`config.mk`:
```
export PLATFORM = sky130hd
export DESIGN_NAME = wordle_guess_entry
export DESIGN_NICKNAME = d
export VERILOG_FILES = /design/src/rtl/wordle_pkg.sv /design/src/rtl/wordle_guess_scorer.sv /design/src/rtl/wordle_guess_entry.sv
export SDC_FILE = /design/constraint.sdc
export NUM_CORES = 1
export LEC_CHECK = 0
export ABC_CLOCK_PERIOD_IN_PS = 5500
export BUFFER_PORTS_ARGS = -buffer_cell sky130_fd_sc_hd__buf_2
export CELL_PAD_IN_SITES_DETAIL_PLACEMENT = 1
export CELL_PAD_IN_SITES_GLOBAL_PLACEMENT = 1
export CORE_MARGIN = 2
export CORE_UTILIZATION = 44
export CTS_BUF_LIST = sky130_fd_sc_hd__clkbuf_4 sky130_fd_sc_hd__clkbuf_8 sky130_fd_sc_hd__clkbuf_16
export DETAILED_ROUTE_END_ITERATION = 16
export PLACE_DENSITY = 0.92
export SETUP_SLACK_MARGIN = 0.02
export SLEW_MARGIN = 20
export SYNTH_ARGS = -nofsm -noshare
export SYNTH_HDL_FRONTEND = slang
export SYNTH_SLANG_ARGS = --single-unit
```
`constraint.sdc`:
```
create_clock -name Clk -period 5.5 [get_ports Clk]
set_clock_uncertainty 0.2 [all_clocks]
set_input_delay 0.275 -clock Clk [delete_from_list [all_inputs] [get_ports Clk]]
set_output_delay 0.275 -clock Clk [all_outputs]
set_load 0.05 [all_outputs]
```
`src/rtl/wordle_pkg.sv`:
```
// Shared types and constants for the guess-entry block.
// Letter, result and one-hot state codes used by top and scorer.
package wordle_pkg;

   localparam int WORD_LEN = 5;

   typedef logic [4:0] letter_t;
   typedef letter_t [WORD_LEN-1:0] word_t;
   typedef logic [1:0] res_t;
   typedef res_t [WORD_LEN-1:0] res_word_t;

   localparam letter_t LETTER_DEL   = 5'd26;
   localparam letter_t LETTER_ENTER = 5'd27;

   localparam res_t RES_GRAY   = 2'b00;
   localparam res_t RES_YELLOW = 2'b01;
   localparam res_t RES_GREEN  = 2'b10;

   localparam logic [2:0] LEN_FULL = 3'd5;
   localparam logic [2:0] LAST_IDX = 3'd4;

   localparam logic [4:0] ST_I      = 5'b00001;
   localparam logic [4:0] ST_ENTRY  = 5'b00010;
   localparam logic [4:0] ST_CHECK  = 5'b00100;
   localparam logic [4:0] ST_RESULT = 5'b01000;
   localparam logic [4:0] ST_DONE   = 5'b10000;

endpackage

```
`src/rtl/wordle_guess_scorer.sv`:
```
// Scores one guess against the target, one position per cycle.
// start kicks off a 5-cycle pass; done marks the last position.
module wordle_guess_scorer
   import wordle_pkg::*;
(
   input  logic      clk,
   input  logic      reset,
   input  logic      clr,
   input  logic      start,
   input  word_t     guess,
   input  word_t     target,
   output logic      done,
   output logic      all_green,
   output res_word_t result
);

   logic [WORD_LEN-1:0] green;
   logic                active_q, active_d;
   logic [2:0]          idx_q, idx_d;
   logic [WORD_LEN-1:0] used_q, used_d;
   res_word_t           res_q, res_d;
   res_t                cur;
   logic                found;

   always_comb begin
      for (int k = 0; k < WORD_LEN; k++) begin
         green[k] = (guess[k] == target[k]);
      end
   end

   always_comb begin
      active_d = active_q;
      idx_d    = idx_q;
      used_d   = used_q;
      res_d    = res_q;
      cur      = RES_GRAY;
      found    = 1'b0;
      if (clr || start) begin
         active_d = start;
         idx_d    = 3'd0;
         used_d   = '0;
         res_d    = '0;
      end else if (active_q) begin
         if (green[idx_q]) begin
            cur = RES_GREEN;
         end else begin
            // lowest unclaimed non-green target slot wins the yellow
            for (int j = 0; j < WORD_LEN; j++) begin
               if (!found && target[j] == guess[idx_q]
                   && !green[j] && !used_q[j]) begin
                  found     = 1'b1;
                  used_d[j] = 1'b1;
                  cur       = RES_YELLOW;
               end
            end
         end
         res_d[idx_q] = cur;
         idx_d        = idx_q + 3'd1;
         if (idx_q == LAST_IDX) active_d = 1'b0;
      end
   end

   always_ff @(posedge clk) begin
      if (reset) begin
         active_q <= 1'b0;
         idx_q    <= 3'd0;
         used_q   <= '0;
         res_q    <= '0;
      end else begin
         active_q <= active_d;
         idx_q    <= idx_d;
         used_q   <= used_d;
         res_q    <= res_d;
      end
   end

   assign done      = active_q && (idx_q == LAST_IDX);
   assign all_green = &green;
   assign result    = res_q;

endmodule

```
`src/rtl/wordle_guess_entry.sv`:
```
// Guess assembly, submit and game FSM for the on-screen keyboard.
// Define AUTO_SUBMIT_EN to submit on the 5th letter instead of enter.
module wordle_guess_entry
   import wordle_pkg::*;
#(
   parameter int MAX_GUESSES = 6
) (
   input  logic        Clk,
   input  logic        reset,
   input  logic        Start,
   input  logic        Ack,
   input  logic        letter_valid,
   input  logic [4:0]  letter_code,
   input  logic [24:0] target_word,
   output logic [24:0] guess,
   output logic [2:0]  guess_len,
   output logic [9:0]  result,
   output logic        result_valid,
   output logic        win,
   output logic [2:0]  guess_count,
   output logic        q_I,
   output logic        q_Entry,
   output logic        q_Check,
   output logic        q_Result,
   output logic        q_Done
);

   localparam logic [2:0] MAX_CNT = 3'(MAX_GUESSES);

   logic [4:0] state_q, state_d;
   word_t      target_q, target_d;
   word_t      guess_q, guess_d;
   logic [2:0] len_q, len_d;
   logic [2:0] count_q, count_d;
   logic       win_q, win_d;
   logic       sc_clr, sc_start, sc_done, sc_all_green;
   logic       is_letter, submit;
   res_word_t  sc_result;

   assign is_letter = letter_valid && (letter_code < LETTER_DEL);

`ifdef AUTO_SUBMIT_EN
   assign submit = is_letter && (len_q == LEN_FULL - 3'd1);
`else
   assign submit = letter_valid && (letter_code == LETTER_ENTER)
                   && (len_q == LEN_FULL);
`endif

   always_comb begin
      state_d  = state_q;
      target_d = target_q;
      guess_d  = guess_q;
      len_d    = len_q;
      count_d  = count_q;
      win_d    = win_q;
      sc_clr   = 1'b0;
      sc_start = 1'b0;
      unique case (state_q)
         ST_I: if (Start) begin
            target_d = target_word;
            guess_d  = '0;
            len_d    = 3'd0;
            count_d  = 3'd0;
            win_d    = 1'b0;
            sc_clr   = 1'b1;
            state_d  = ST_ENTRY;
         end
         ST_ENTRY: begin
            if (is_letter && len_q < LEN_FULL) begin
               guess_d[len_q] = letter_code;
               len_d          = len_q + 3'd1;
            end else if (letter_valid && letter_code == LETTER_DEL
                         && len_q != 3'd0) begin
               guess_d[len_q - 3'd1] = '0;
               len_d                 = len_q - 3'd1;
            end
            if (submit) begin
               count_d  = count_q + 3'd1;
               sc_start = 1'b1;
               state_d  = ST_CHECK;
            end
         end
         ST_CHECK: if (sc_done) begin
            win_d   = sc_all_green;
            state_d = ST_RESULT;
         end
         ST_RESULT: if (Ack) begin
            if (win_q || count_q == MAX_CNT) begin
               state_d = ST_DONE;
            end else begin
               guess_d = '0;
               len_d   = 3'd0;
               state_d = ST_ENTRY;
            end
         end
         ST_DONE: if (Ack) state_d = ST_I;
         default: state_d = ST_I;
      endcase
   end

   always_ff @(posedge Clk) begin
      if (reset) begin
         state_q  <= ST_I;
         target_q <= '0;
         guess_q  <= '0;
         len_q    <= 3'd0;
         count_q  <= 3'd0;
         win_q    <= 1'b0;
      end else begin
         state_q  <= state_d;
         target_q <= target_d;
         guess_q  <= guess_d;
         len_q    <= len_d;
         count_q  <= count_d;
         win_q    <= win_d;
      end
   end

   wordle_guess_scorer u_scorer (
      .clk       (Clk),
      .reset     (reset),
      .clr       (sc_clr),
      .start     (sc_start),
      .guess     (guess_q),
      .target    (target_q),
      .done      (sc_done),
      .all_green (sc_all_green),
      .result    (sc_result)
   );

   assign guess        = guess_q;
   assign guess_len    = len_q;
   assign result       = sc_result;
   assign win          = win_q;
   assign guess_count  = count_q;
   assign q_I          = state_q[0];
   assign q_Entry      = state_q[1];
   assign q_Check      = state_q[2];
   assign q_Result     = state_q[3];
   assign q_Done       = state_q[4];
   assign result_valid = q_Result | q_Done;

endmodule

```
==> out/qor.csv <==
stage,metric,value,unit
clock_network,clock_latency,0.37,ns
pwr,p_per_area,363,mW/mm2
timing,maxSlewViolCount,0,
layout,layout.nets,674,
yosys,synth_area_leaders,"dfxtp_1, nand2_1, xor2_1, nor2_1, a21oi_1",
clock_network,post_cts.repair.setup_buffers,0,
floorplan,rows,36,
timing,hold_violations,0,
global_route,grt_usage,0.308,
placed_design,place.port_buffers,82,
yosys,yosysTopAreaCell,dfxtp_1,
routing,vias,4725,
clock_network,clock_path_buffers,2,
routing,drc,0,
timing,setup-tns-final,0,ns
clock_network,path_clk_slew,0.08,ns
critical_path,crit_fanout,16,
clock_network,cts_buffers,9,
placed_design,preCtsSetupSlack,2.09,ns
layout,syn2layout_area_growth,21.1,%
run,max_cap_viol_count,0,
timing,max_freq,281,MHz
layout,drive_gt1_frac,0.188,
critical_path,reg2reg_from,u_scorer.idx_q[0],
floorplan,initial_core_util,0.453,
pwr,peakVddDrop,160,uV
critical_path,crit_start,u_scorer.idx_q[0],
routing,drt_first_pass_iters,6,
layout,final_util,0.549,
outcome,run_status,finished clean,
yosys,synth-edff-count,0,
routing,routed_wl,16800,um
pwr,leakage,2.23,nW
yosys,synth_top_area_share,0.368,
yosys,yosys_warnings,0,
layout,num_antenna_cells,0,
floorplan,dieArea,0.0108,mm2
global_route,grt_pass1_wl,26500,um
critical_path,arrival,3.62,ns
clock_network,htree_levels,3,
timing,period_needed,3.55,ns
min_path,hold_class,primary input to register,
critical_path,cp.required,5.57,ns
critical_path,worstSetupPathType,register to register,
routing,antenna_left,0,
critical_path,end_kind,register,
floorplan,die_x,104,um
global_route,grt_pass1_vias,4948,
global_route,grt_antenna_before_repair,0,
yosys,syn_area_per_cell,8.21,um2
placed_design,place_hpwl,11200,um
yosys,synth_area,0.00441,mm2
timing,rsz0062_at_grt,no,
global_route,grt_max_degree,64,
yosys,ys_seq_area_frac,0.368,
yosys,yosys_register_bits,81,
timing,worst_slack,1.95,ns
floorplan,chipHeight,104,um
yosys,synth_async_sr_flop_share,0,
clock_network,clock_sinks,81,
min_path,holdCritStartpoint,letter_code[4],
yosys,syn-num-nets,580,
floorplan,io_pins,83,
timing,finalSetupViolations,0,
timing,slew_headroom,0.308,
routing,routedWlPerCell,21.9,um
placed_design,gp_congestion,0.927,
clock_network,clock-root-buffer,clkbuf_8,
floorplan,coreArea,0.00973,mm2
global_route,grt-ovfl-total,0,
clock_network,cts_resized,0,
timing,worst_pin_slew,1.04,ns
critical_path,cp-start-kind,register,
layout,final_cell_mix,"buf_2, dfxtp_1, nand2_1",
yosys,syn_inst,537,
routing,dr.first_iter.drc_count,427,
clock_network,cts_tree,built,
timing,fin_crit_sh,0.646,
yosys,synth_cell_types,65,
routing,viasPerCell,6.16,
layout,mostFrequentLayoutCell,buf_2,
yosys,synth-main-ff-cell,dfxtp_1,
critical_path,reg2reg_slack,1.95,ns
pwr,p_total,1.94,mW
[flip-flops by register name, indices dropped and copies added (netlist names)]
name / cells
guess: 25
guess_count: 3
guess_len: 3
state_q: 5
target_q: 25
u_scorer.active_q: 1
u_scorer.idx_q: 3
u_scorer.result: 10
u_scorer.used_q: 5
win: 1
[Yosys cell counts (4+ instances only)]
library cell  number
a211oi_1           5
a21oi_1           43
a22oi_1           25
and2_1             4
clkbuf_1          20
dfxtp_1           81
ha_1               8
inv_1              8
mux2_2             5
mux2i_1            5
nand2_1           71
nand3_1           23
nand3b_1           7
nand4_1            4
nor2_1            61
nor3_1            18
nor4_1             5
o211ai_1           6
o21a_1             4
o21ai_0           10
o311ai_0           5
o31ai_1            4
xnor2_1           21
xor2_1            29
[cell type report]
type / count / area (um2)
flip-flops and latches: 81 / 1620
well taps: 133 / 166
clock inverters: 3 / 42.5
multi-input cells: 420 / 2650
fillers: 1219 / 4390
clock buffers: 11 / 145
repair buffers: 109 / 676
inverters: 10 / 37.5
[critical path: stages (launching register included)]
cell and delay (ns):
dfxtp_1 0.79, mux4_2 0.61, a21oi_2 0.38, xor2_1 0.20, nand4b_1 0.15, nor4_2 0.59
nor4b_1 0.21, a32o_1 0.31
[logic make-up after synthesis]
kind of cell / Yosys count / share of synthesized area
AND/OR/NAND/NOR: 222 / 0.250
AO/OA/AOI/OAI: 128 / 0.195
flip-flops: 81 / 0.368
XOR/XNOR: 50 / 0.0994
buffers and inverters: 36 / 0.0324
multiplexers: 12 / 0.0327
adder cells (fa/ha/maj): 8 / 0.0227
[power by group]
group / internal, mW / switching (mW)
combinational: 0.234 / 0.543
sequential: 0.636 / 0.0756
clock: 0.222 / 0.226
total: 1.09 / 0.845
[through the flow]
stage / cells / instance area [um2] / hold slack (ns)
finish: 767 / 5340 / 0.0237
global route: 767 / 5340 / 0.0664
CTS: 767 / 5330 / 0.0305
detailed placement: 728 / 4890 / 0.253
global placement: 728 / 4890 / 0.247
floorplan: 537 / 4410 / 0.211
[per-layer routing]
metal / GRT usage / up-vias / part of all wire
met3: 0.0583 / 74 / 0.071
met5: 0 / - / 0
met1: 0.366 / 2300 / 0.39
li1: - / 2105 / -
met4: 0.168 / 0 / 0.050
met2: 0.525 / 246 / 0.49
[final timing paths]
check	cells past startpoint	end
max reg2reg	7	u_scorer.used_q[4]
min	3	guess[9]
max	7	u_scorer.used_q[4]
min reg2reg	2	u_scorer.result[3]
[repair_timing]
action	in CTS	in global routing
hold buffers	25	0
hold endpoints to repair	25	0
setup endpoints to repair	0	0
Power figures use the tool's default switching activity.
